$ cat src/rtl/ppg_calib_ctrl_pkg.sv
// ============================================================================
// Module      : ppg_calib_pkg
// Description : Shared types and default thresholds for the PPG calibration
//               and sequencing controller.
// Revision    : 1.0 - initial release
// ============================================================================
`default_nettype none

package ppg_calib_pkg;

    // Controller states
    typedef enum logic [2:0] {
        ST_IDLE     = 3'd0,
        ST_DC_CAL   = 3'd1,
        ST_PGA_DIR  = 3'd2,
        ST_PGA_UP   = 3'd3,
        ST_PGA_DOWN = 3'd4,
        ST_NEXT_CH  = 3'd5,
        ST_RUN      = 3'd6
    } state_t;

    // Default thresholds (ADC codes) and start settings
    localparam int c_dc_lo    = 120;
    localparam int c_dc_hi    = 135;
    localparam int c_clip_lo  = 10;
    localparam int c_clip_hi  = 245;
    localparam int c_dc_init  = 110;
    localparam int c_pga_init = 7;

endpackage : ppg_calib_pkg

`default_nettype wire

$ cat src/rtl/ppg_calib_ctrl_window_stats.sv
// ============================================================================
// Module      : ppg_window_stats
// Description : Windowed min/max statistics over WIN_LEN valid ADC samples.
//               Produces a one-cycle win_done strobe on the last sample of a
//               window together with the midpoint and clip flag of that
//               window (the final sample included).
//               Optional macro PPG_CALIB_SETTLE_EN: discard SETTLE valid
//               samples at the start of every window.
// Revision    : 1.0 - initial release
// ============================================================================
`default_nettype none

module ppg_window_stats
    import ppg_calib_pkg::*;
#(
    parameter int ADC_W   = 8,
    parameter int WIN_LEN = 1000,
    parameter int CLIP_LO = c_clip_lo,
    parameter int CLIP_HI = c_clip_hi,
    parameter int SETTLE  = 16
) (
    input  logic             CLK,
    input  logic             rst,
    input  logic             clear,
    input  logic [ADC_W-1:0] adc,
    input  logic             adc_valid,
    output logic             win_done,
    output logic [ADC_W:0]   midpoint,
    output logic             clip
);

    localparam int                 c_cnt_w    = (WIN_LEN < 2) ? 1 : $clog2(WIN_LEN);
    localparam logic [c_cnt_w-1:0] c_cnt_last = c_cnt_w'(WIN_LEN - 1);
    localparam logic [ADC_W-1:0]   c_lim_lo   = ADC_W'(CLIP_LO);
    localparam logic [ADC_W-1:0]   c_lim_hi   = ADC_W'(CLIP_HI);

    logic [c_cnt_w-1:0] r_cnt;
    logic [ADC_W-1:0]   r_min;
    logic [ADC_W-1:0]   r_max;
    logic               w_take;
    logic [ADC_W-1:0]   w_min;
    logic [ADC_W-1:0]   w_max;

`ifdef PPG_CALIB_SETTLE_EN
    localparam int                 c_set_w    = (SETTLE < 1) ? 1 : $clog2(SETTLE + 1);
    localparam logic [c_set_w-1:0] c_set_load = c_set_w'(SETTLE);

    logic [c_set_w-1:0] r_settle;

    // Every window restart follows a setting change: reload the discard count
    always_ff @(posedge CLK) begin
        if (rst || clear || win_done) begin
            r_settle <= c_set_load;
        end else if (adc_valid && (r_settle != '0)) begin
            r_settle <= r_settle - c_set_w'(1);
        end
    end

    assign w_take = adc_valid && !clear && (r_settle == '0);
`else
    assign w_take = adc_valid && !clear;
`endif

    // Statistics including the current sample, so the decision can be made
    // on the edge that closes the window
    assign w_min    = (adc < r_min) ? adc : r_min;
    assign w_max    = (adc > r_max) ? adc : r_max;
    assign win_done = w_take && (r_cnt == c_cnt_last);
    assign midpoint = ({1'b0, w_max} + {1'b0, w_min}) >> 1;
    assign clip     = (w_min <= c_lim_lo) || (w_max >= c_lim_hi);

    // Sample counter and running extremes, cleared at every window start
    always_ff @(posedge CLK) begin
        if (rst || clear || win_done) begin
            r_cnt <= '0;
            r_min <= '1;
            r_max <= '0;
        end else if (w_take) begin
            r_cnt <= r_cnt + c_cnt_w'(1);
            r_min <= w_min;
            r_max <= w_max;
        end
    end

endmodule : ppg_window_stats

`default_nettype wire

$ cat src/rtl/ppg_calib_ctrl.sv
// ============================================================================
// Module      : ppg_calib_ctrl
// Description : Multi-channel PPG calibration and sequencing controller.
//               Calibrates DC-compensation code and PGA gain per LED channel
//               from windowed ADC statistics, then time-multiplexes the
//               channels round-robin and publishes one sample per slot.
//               Optional macro PPG_CALIB_SETTLE_EN: discard SETTLE samples
//               after each setting change; in RUN, sampling is suppressed
//               when SLOT_LEN <= SETTLE.
// Revision    : 1.0 - initial release
// ============================================================================
`default_nettype none

module ppg_calib_ctrl
    import ppg_calib_pkg::*;
#(
    parameter int N_CH     = 2,
    parameter int ADC_W    = 8,
    parameter int DC_W     = 7,
    parameter int PGA_W    = 4,
    parameter int WIN_LEN  = 1000,
    parameter int DC_INIT  = c_dc_init,
    parameter int PGA_INIT = c_pga_init,
    parameter int DC_LO    = c_dc_lo,
    parameter int DC_HI    = c_dc_hi,
    parameter int CLIP_LO  = c_clip_lo,
    parameter int CLIP_HI  = c_clip_hi,
    parameter int SLOT_LEN = 10,
    parameter int SETTLE   = 16
) (
    input  logic                      CLK,
    input  logic                      rst,
    input  logic [ADC_W-1:0]          adc,
    input  logic                      adc_valid,
    input  logic                      find_setting,
    output logic [N_CH-1:0]           led_en,
    output logic [DC_W-1:0]           dc_comp,
    output logic [PGA_W-1:0]          pga_gain,
    output logic                      busy,
    output logic                      done,
    output logic [N_CH-1:0]           fail,
    output logic [N_CH*ADC_W-1:0]     ch_value,
    output logic                      ch_valid,
    output logic [$clog2(N_CH)-1:0]   ch_idx
);

    localparam int                  c_ch_w      = $clog2(N_CH);
    localparam int                  c_slot_w    = (SLOT_LEN < 2) ? 1 : $clog2(SLOT_LEN);
    localparam logic [c_ch_w-1:0]   c_last_ch   = c_ch_w'(N_CH - 1);
    localparam logic [c_slot_w-1:0] c_slot_last = c_slot_w'(SLOT_LEN - 1);
    localparam logic [N_CH-1:0]     c_led_one   = N_CH'(1);
    localparam logic [DC_W-1:0]     c_dc_init_v = DC_W'(DC_INIT);
    localparam logic [DC_W-1:0]     c_dc_max    = '1;
    localparam logic [DC_W-1:0]     c_dc_one    = DC_W'(1);
    localparam logic [PGA_W-1:0]    c_pga_init_v = PGA_W'(PGA_INIT);
    localparam logic [PGA_W-1:0]    c_pga_max   = '1;
    localparam logic [PGA_W-1:0]    c_pga_one   = PGA_W'(1);
    localparam logic [ADC_W:0]      c_band_lo   = (ADC_W + 1)'(DC_LO);
    localparam logic [ADC_W:0]      c_band_hi   = (ADC_W + 1)'(DC_HI);

`ifdef PPG_CALIB_SETTLE_EN
    localparam logic c_run_sample = (SLOT_LEN > SETTLE);
`else
    localparam logic c_run_sample = 1'b1;
`endif

    state_t                  r_state, w_state;
    logic [c_ch_w-1:0]       r_ch, w_ch;
    logic [DC_W-1:0]         r_dc, w_dc;
    logic [PGA_W-1:0]        r_pga, w_pga;
    logic [N_CH-1:0]         r_led, w_led;
    logic                    r_busy, w_busy;
    logic                    r_done, w_done;
    logic [N_CH-1:0]         r_fail, w_fail;
    logic [DC_W-1:0]         r_dc_mem  [N_CH];
    logic [DC_W-1:0]         w_dc_mem  [N_CH];
    logic [PGA_W-1:0]        r_pga_mem [N_CH];
    logic [PGA_W-1:0]        w_pga_mem [N_CH];
    logic [c_ch_w-1:0]       r_slot, w_slot;
    logic [c_slot_w-1:0]     r_slot_cnt, w_slot_cnt;
    logic [N_CH*ADC_W-1:0]   r_ch_value, w_ch_value;
    logic                    r_ch_valid, w_ch_valid;
    logic [c_ch_w-1:0]       r_ch_idx, w_ch_idx;

    logic                    w_measuring;
    logic                    w_stats_clear;
    logic                    w_win_done;
    logic [ADC_W:0]          w_mid;
    logic                    w_clip;

    // Statistics only accumulate while a calibration window is open
    assign w_measuring   = (r_state == ST_DC_CAL) || (r_state == ST_PGA_DIR) ||
                           (r_state == ST_PGA_UP) || (r_state == ST_PGA_DOWN);
    assign w_stats_clear = find_setting || !w_measuring;

    ppg_window_stats #(
        .ADC_W   (ADC_W),
        .WIN_LEN (WIN_LEN),
        .CLIP_LO (CLIP_LO),
        .CLIP_HI (CLIP_HI),
        .SETTLE  (SETTLE)
    ) u_stats (
        .CLK       (CLK),
        .rst       (rst),
        .clear     (w_stats_clear),
        .adc       (adc),
        .adc_valid (adc_valid),
        .win_done  (w_win_done),
        .midpoint  (w_mid),
        .clip      (w_clip)
    );

    // State and datapath registers
    always_ff @(posedge CLK) begin
        if (rst) begin
            r_state    <= ST_IDLE;
            r_ch       <= '0;
            r_dc       <= c_dc_init_v;
            r_pga      <= '0;
            r_led      <= '0;
            r_busy     <= 1'b0;
            r_done     <= 1'b0;
            r_fail     <= '0;
            r_slot     <= '0;
            r_slot_cnt <= '0;
            r_ch_value <= '0;
            r_ch_valid <= 1'b0;
            r_ch_idx   <= '0;
            for (int k = 0; k < N_CH; k++) begin
                r_dc_mem[k]  <= c_dc_init_v;
                r_pga_mem[k] <= '0;
            end
        end else begin
            r_state    <= w_state;
            r_ch       <= w_ch;
            r_dc       <= w_dc;
            r_pga      <= w_pga;
            r_led      <= w_led;
            r_busy     <= w_busy;
            r_done     <= w_done;
            r_fail     <= w_fail;
            r_slot     <= w_slot;
            r_slot_cnt <= w_slot_cnt;
            r_ch_value <= w_ch_value;
            r_ch_valid <= w_ch_valid;
            r_ch_idx   <= w_ch_idx;
            r_dc_mem   <= w_dc_mem;
            r_pga_mem  <= w_pga_mem;
        end
    end

    // Next-state and next-output logic; find_setting overrides everything
    always_comb begin
        w_state    = r_state;
        w_ch       = r_ch;
        w_dc       = r_dc;
        w_pga      = r_pga;
        w_led      = r_led;
        w_busy     = r_busy;
        w_done     = r_done;
        w_fail     = r_fail;
        w_slot     = r_slot;
        w_slot_cnt = r_slot_cnt;
        w_ch_value = r_ch_value;
        w_ch_valid = 1'b0;
        w_ch_idx   = r_ch_idx;
        w_dc_mem   = r_dc_mem;
        w_pga_mem  = r_pga_mem;

        if (find_setting) begin
            w_state    = ST_DC_CAL;
            w_ch       = '0;
            w_dc       = c_dc_init_v;
            w_pga      = '0;
            w_led      = c_led_one;
            w_busy     = 1'b1;
            w_done     = 1'b0;
            w_fail     = '0;
            w_slot     = '0;
            w_slot_cnt = '0;
        end else begin
            case (r_state)
                ST_DC_CAL: begin
                    if (w_win_done) begin
                        if ((w_mid < c_band_lo) && (r_dc != '0)) begin
                            w_dc = r_dc - c_dc_one;
                        end else if ((w_mid > c_band_hi) && (r_dc != c_dc_max)) begin
                            w_dc = r_dc + c_dc_one;
                        end else begin
                            // In band, or the required step would wrap the code
                            if ((w_mid < c_band_lo) || (w_mid > c_band_hi)) begin
                                w_fail[r_ch] = 1'b1;
                            end
                            w_dc_mem[r_ch] = r_dc;
                            w_pga          = c_pga_init_v;
                            w_state        = ST_PGA_DIR;
                        end
                    end
                end

                ST_PGA_DIR: begin
                    if (w_win_done) begin
                        if (!w_clip) begin
                            if (r_pga == c_pga_max) begin
                                w_pga_mem[r_ch] = r_pga;
                                w_state         = ST_NEXT_CH;
                            end else begin
                                w_pga   = r_pga + c_pga_one;
                                w_state = ST_PGA_UP;
                            end
                        end else begin
                            if (r_pga == '0) begin
                                w_fail[r_ch]    = 1'b1;
                                w_pga_mem[r_ch] = '0;
                                w_state         = ST_NEXT_CH;
                            end else begin
                                w_pga   = r_pga - c_pga_one;
                                w_state = ST_PGA_DOWN;
                            end
                        end
                    end
                end

                ST_PGA_UP: begin
                    if (w_win_done) begin
                        if (w_clip) begin
                            w_pga           = r_pga - c_pga_one;
                            w_pga_mem[r_ch] = r_pga - c_pga_one;
                            w_state         = ST_NEXT_CH;
                        end else if (r_pga == c_pga_max) begin
                            w_pga_mem[r_ch] = r_pga;
                            w_state         = ST_NEXT_CH;
                        end else begin
                            w_pga = r_pga + c_pga_one;
                        end
                    end
                end

                ST_PGA_DOWN: begin
                    if (w_win_done) begin
                        if (!w_clip) begin
                            w_pga_mem[r_ch] = r_pga;
                            w_state         = ST_NEXT_CH;
                        end else if (r_pga == '0) begin
                            w_fail[r_ch]    = 1'b1;
                            w_pga_mem[r_ch] = '0;
                            w_state         = ST_NEXT_CH;
                        end else begin
                            w_pga = r_pga - c_pga_one;
                        end
                    end
                end

                ST_NEXT_CH: begin
                    if (r_ch == c_last_ch) begin
                        w_state    = ST_RUN;
                        w_busy     = 1'b0;
                        w_done     = 1'b1;
                        w_slot     = '0;
                        w_slot_cnt = '0;
                        w_led      = c_led_one;
                        w_dc       = r_dc_mem[0];
                        w_pga      = r_pga_mem[0];
                    end else begin
                        w_ch    = r_ch + c_ch_w'(1);
                        w_dc    = c_dc_init_v;
                        w_pga   = '0;
                        w_led   = c_led_one << w_ch;
                        w_state = ST_DC_CAL;
                    end
                end

                ST_RUN: begin
                    if (r_slot_cnt == c_slot_last) begin
                        if (adc_valid && c_run_sample) begin
                            w_ch_value[int'(r_slot) * ADC_W +: ADC_W] = adc;
                            w_ch_valid = 1'b1;
                            w_ch_idx   = r_slot;
                        end
                        w_slot     = (r_slot == c_last_ch) ? '0 : r_slot + c_ch_w'(1);
                        w_slot_cnt = '0;
                        w_led      = c_led_one << w_slot;
                        w_dc       = r_dc_mem[w_slot];
                        w_pga      = r_pga_mem[w_slot];
                    end else begin
                        w_slot_cnt = r_slot_cnt + c_slot_w'(1);
                    end
                end

                default: begin
                    w_led = '0;
                end
            endcase
        end
    end

    assign led_en   = r_led;
    assign dc_comp  = r_dc;
    assign pga_gain = r_pga;
    assign busy     = r_busy;
    assign done     = r_done;
    assign fail     = r_fail;
    assign ch_value = r_ch_value;
    assign ch_valid = r_ch_valid;
    assign ch_idx   = r_ch_idx;

endmodule : ppg_calib_ctrl

`default_nettype wire

$ cat config.mk
export PLATFORM = sky130hd
export DESIGN_NAME = ppg_calib_ctrl
export DESIGN_NICKNAME = d
export VERILOG_FILES = /design/src/rtl/ppg_calib_ctrl_pkg.sv /design/src/rtl/ppg_calib_ctrl_window_stats.sv /design/src/rtl/ppg_calib_ctrl.sv
export SDC_FILE = /design/constraint.sdc
export NUM_CORES = 1
export LEC_CHECK = 0
export ABC_AREA = 1
export BUFFER_PORTS_ARGS = -buffer_cell sky130_fd_sc_hd__buf_2
export CAP_MARGIN = 10
export CORE_MARGIN = 4
export CORE_UTILIZATION = 36
export CTS_BUF_LIST = sky130_fd_sc_hd__clkbuf_16
export DETAILED_ROUTE_END_ITERATION = 8
export GPL_TIMING_DRIVEN = 0
export MAX_ROUTING_LAYER = met4
export PLACE_DENSITY_LB_ADDON = 0.25
export SETUP_SLACK_MARGIN = 0.1
export SLEW_MARGIN = 20
export SYNTH_ARGS = -nofsm -noshare
export SYNTH_HDL_FRONTEND = slang
export SYNTH_SLANG_ARGS = --single-unit
$ cat constraint.sdc
create_clock -name CLK -period 4.61 [get_ports CLK]
set_input_delay 0.6915 -clock CLK [delete_from_list [all_inputs] [get_ports CLK]]
set_output_delay 0.6915 -clock CLK [all_outputs]
set_load 0.05 [all_outputs]
==> flow_summary.ini <==
[synth]
synth_ff_type = dfxtp_1
synth-seq-area-share_pct = 29.2
async_flop_share_pct = 0
synthAdderAreaFrac_pct = 7.18
post_synth_and_or_nand_nor_area_fraction_pct = 30.7
synth.area.top_cells = dfxtp_1 29%, nand2_1 11%, inv_1 7.5%, o21ai_0 6.8%, ha_1 6.5%
muxShareOfSynthArea_pct = 0
synth_largest_area_cell = dfxtp_1
synth_xor_area_share_pct = 1.67
synth_top_family_by_area = simple AND/OR/NAND/NOR gates
synth_seq_cells = 92
synth_nets = 989
synth_compound_area_share_pct = 21.1
synth_cell_type_count = 52
syn-cell-area_um2 = 6310
synth_top_area_share_pct = 29.2
synth_edf_count = 0
synthCells = 942
avgSynthCellArea_um2 = 6.70
yosysWarnings = 0

[placed_design]
dp_slack_ns = -0.545
dp.cells = 1213
io_buffers = 46
hpwl_um = 14000
gp_congestion = 0.973

[sta]
hold_viol_final = 0
max_freq_mhz = 228
setup_ws_ns = 0.229
min_period_ns = 4.38
max_slew_margin_pct = 46.1
final_max_slew_viol_count = 0
clock_skew_ns = 0.00810
rsz0062_at_grt = true
worst_pin_slew_ns = 0.809
setup-violations-final = 0
period_share_pct = 95.0

[floorplanning]
die-area_um2 = 19700
num_rows = 48
initial_utilization_pct = 36.6
ios = 47
die_w_um = 140
coreArea_um2 = 17200
die_h_um = 140

[cts]
cts_root_buffer = clkbuf_16
worstSkewPairLatency_ns = 0.35
h-tree-depth = 3
cts_inserted_buffers = 9
clockBufferDepth = 2
hold_buffers = 0
cts.sinks = 92
cts_tree = yes
clkSlewWorstSetupHoldPaths_ns = 0.07

[layout]
n_fill_cell = 1794
area_growth_pct = 23.3
multi_input_area_um2 = 4200
fin_cells = 1254
nets = 1071
drive_gt1_share_pct = 20.5
antennaDiodeCount = 0
regArea_um2 = 1840

[critical_path]
cp_common_cell = nand2_2
rr_worst_depth = 32
critical_path_required_ns = 4.86
start_kind = input pin
path_buf_inv = 3
end_kind = flip-flop
max_stage_delay_ns = 0.36
crit_family = simple AND/OR/NAND/NOR gates
crit_end = dc_comp[6]
worstSetupPathType = input pin to flip-flop
cp_max_fo = 7
crit-reg2reg-launch = u_stats.r_min[5]
cp_slowest_cell = fa_2
cp_num_cells = 32
cp-startpoint = adc[5]
cp_data_arrival_time_ns = 4.63
reg2reg_to = dc_comp[6]
rrSetupSlack_ns = 0.26

[global_routing]
gr-total-overflow = 0
grt_pass1_vias = 6163
use_met2_pct = 31.3
antenna_found_initial = 0
grt_usage_pct = 20.1
use_met3_pct = 3.18
grt_pass1_wl_um = 31500
grt_start_max_net_pins = 16
grt.busiest_layer = met2
met1_usage_pct = 26.6

[flow_run]
cap_violations = 0

[drt]
drc_errors = 0
drt-initial-drc-count = 494
vias_per_cell = 5.31
dr.pass1.iters = 5
num_vias = 6656
routed_wl_um = 19600
antenna_left = 0
wire_per_inst_um = 15.6

[pwr]
ir_drop_uv = 186
power_mw = 2.27
p_leak_nw = 3.59
powerDensity_nw_per_um2 = 292

[hold_path]
hold_path.class = flip-flop to flip-flop

[outcome]
outcome = completed
## where the power goes
group,switching (mW),internal (mW)
registers,0.0152,0.810
clock network,0.336,0.474
logic,0.405,0.235
total,0.756,1.52
## cell usage after synthesis (9+ instances only)
master	instances
nand2_1	189
o211ai_1	20
nor3_1	25
nor2_1	90
nand3_1	54
nand2_2	9
nor2_2	11
o21ai_0	86
dfxtp_1	92
ha_1	33
a21oi_1	68
inv_1	126
nand2_4	9
inv_2	12
xor2_1	10
clkbuf_1	20
## worst min path at each step
| stage | from | endpoint | depth (start not counted) |
|---|---|---|---|
| CTS | r_dc_mem[5] | r_dc_mem[5] | 2 |
| global route | r_dc_mem[5] | r_dc_mem[5] | 2 |
| finish | r_dc_mem[5] | r_dc_mem[5] | 2 |
| detailed placement | r_dc_mem[5] | r_dc_mem[5] | 2 |
| floorplan | r_dc_mem[5] | r_dc_mem[5] | 2 |
| global placement | done | done | 1 |
## registers in the layout (all words and copies together), names as in the netlist, 2 cells and up
register / flops
u_stats.r_max: 8
u_stats.r_min: 8
r_pga_mem: 8
led_en: 2
pga_gain: 4
ch_value: 16
r_slot_cnt: 4
fail: 2
u_stats.r_cnt: 10
r_dc_mem: 14
dc_comp: 7
r_state: 3
## layer usage
layer / vias up / part of all wire (%)
met4: 0 / 2.2
met3: 30 / 5.3
met5: - / 0
li1: 3305 / -
met2: 207 / 47
met1: 3114 / 46
## logic make-up after synthesis
family / after synthesis
AOI/OAI and AO/OA: 223
xor gates and xnor gates: 12
adders and majority gates: 35
buffers and inverters: 165
DFF: 92
and+or+nand+nor: 415
## cells in the final DEF (no fill, tap or decap), types with 4 or more instances in the layout
master / instances
nand3_2: 7
buf_4: 26
nand2_1: 178
nand4_1: 5
o21ai_1: 5
xor2_1: 10
buf_2: 42
inv_1: 118
inv_2: 19
o21a_1: 4
clkbuf_16: 10
ha_4: 16
a21oi_1: 63
nand2_4: 12
a21oi_2: 4
nor4_1: 6
buf_6: 4
o21ai_0: 83
o2111ai_1: 6
nor2_2: 13
nand3_1: 52
o211ai_1: 20
dfxtp_1: 90
a41oi_1: 4
nand2_2: 16
ha_1: 17
nor2_1: 85
a22oi_1: 6
clkbuf_1: 20
nor3_1: 25
## metrics by stage
stage               utilization [%]  hold WS (ns)  cell area, um^2  setup TNS, ns
floorplan                         -         0.427             6340              0
global placement               39.8         0.444             6860         -0.861
detailed placement             39.8         0.450             6860         -0.908
CTS                            42.5         0.463             7320              0
global route                   45.2         0.474             7780       -0.00833
finish                         45.2         0.462             7780              0
## repair_timing
action,4_1_cts,5_1_grt
pin swaps,9,22
resized for setup,12,73
gates cloned,0,1
endpoints found under the setup margin,2,3
endpoints found under the hold margin,0,0
buffers inserted,10,14
## worst min-delay path, delay by kind of cell (launching register included)
| family | cells | cell delay (ns) |
|---|---|---|
| DFF | 1 | 0.31 |
| and+or+nand+nor | 2 | 0.11 |
## final cells by class
class | count | area share [%]
timing repair buffer | 71 | 6.25
buffer | 26 | 1.62
tap | 225 | 3.62
clock inverter | 7 | 1.19
inverter | 139 | 6.77
sequential | 92 | 23.7
multi-input combinational | 685 | 54.0
clock buffer | 9 | 2.89
Note: power is estimated with default switching activity, not from simulation.
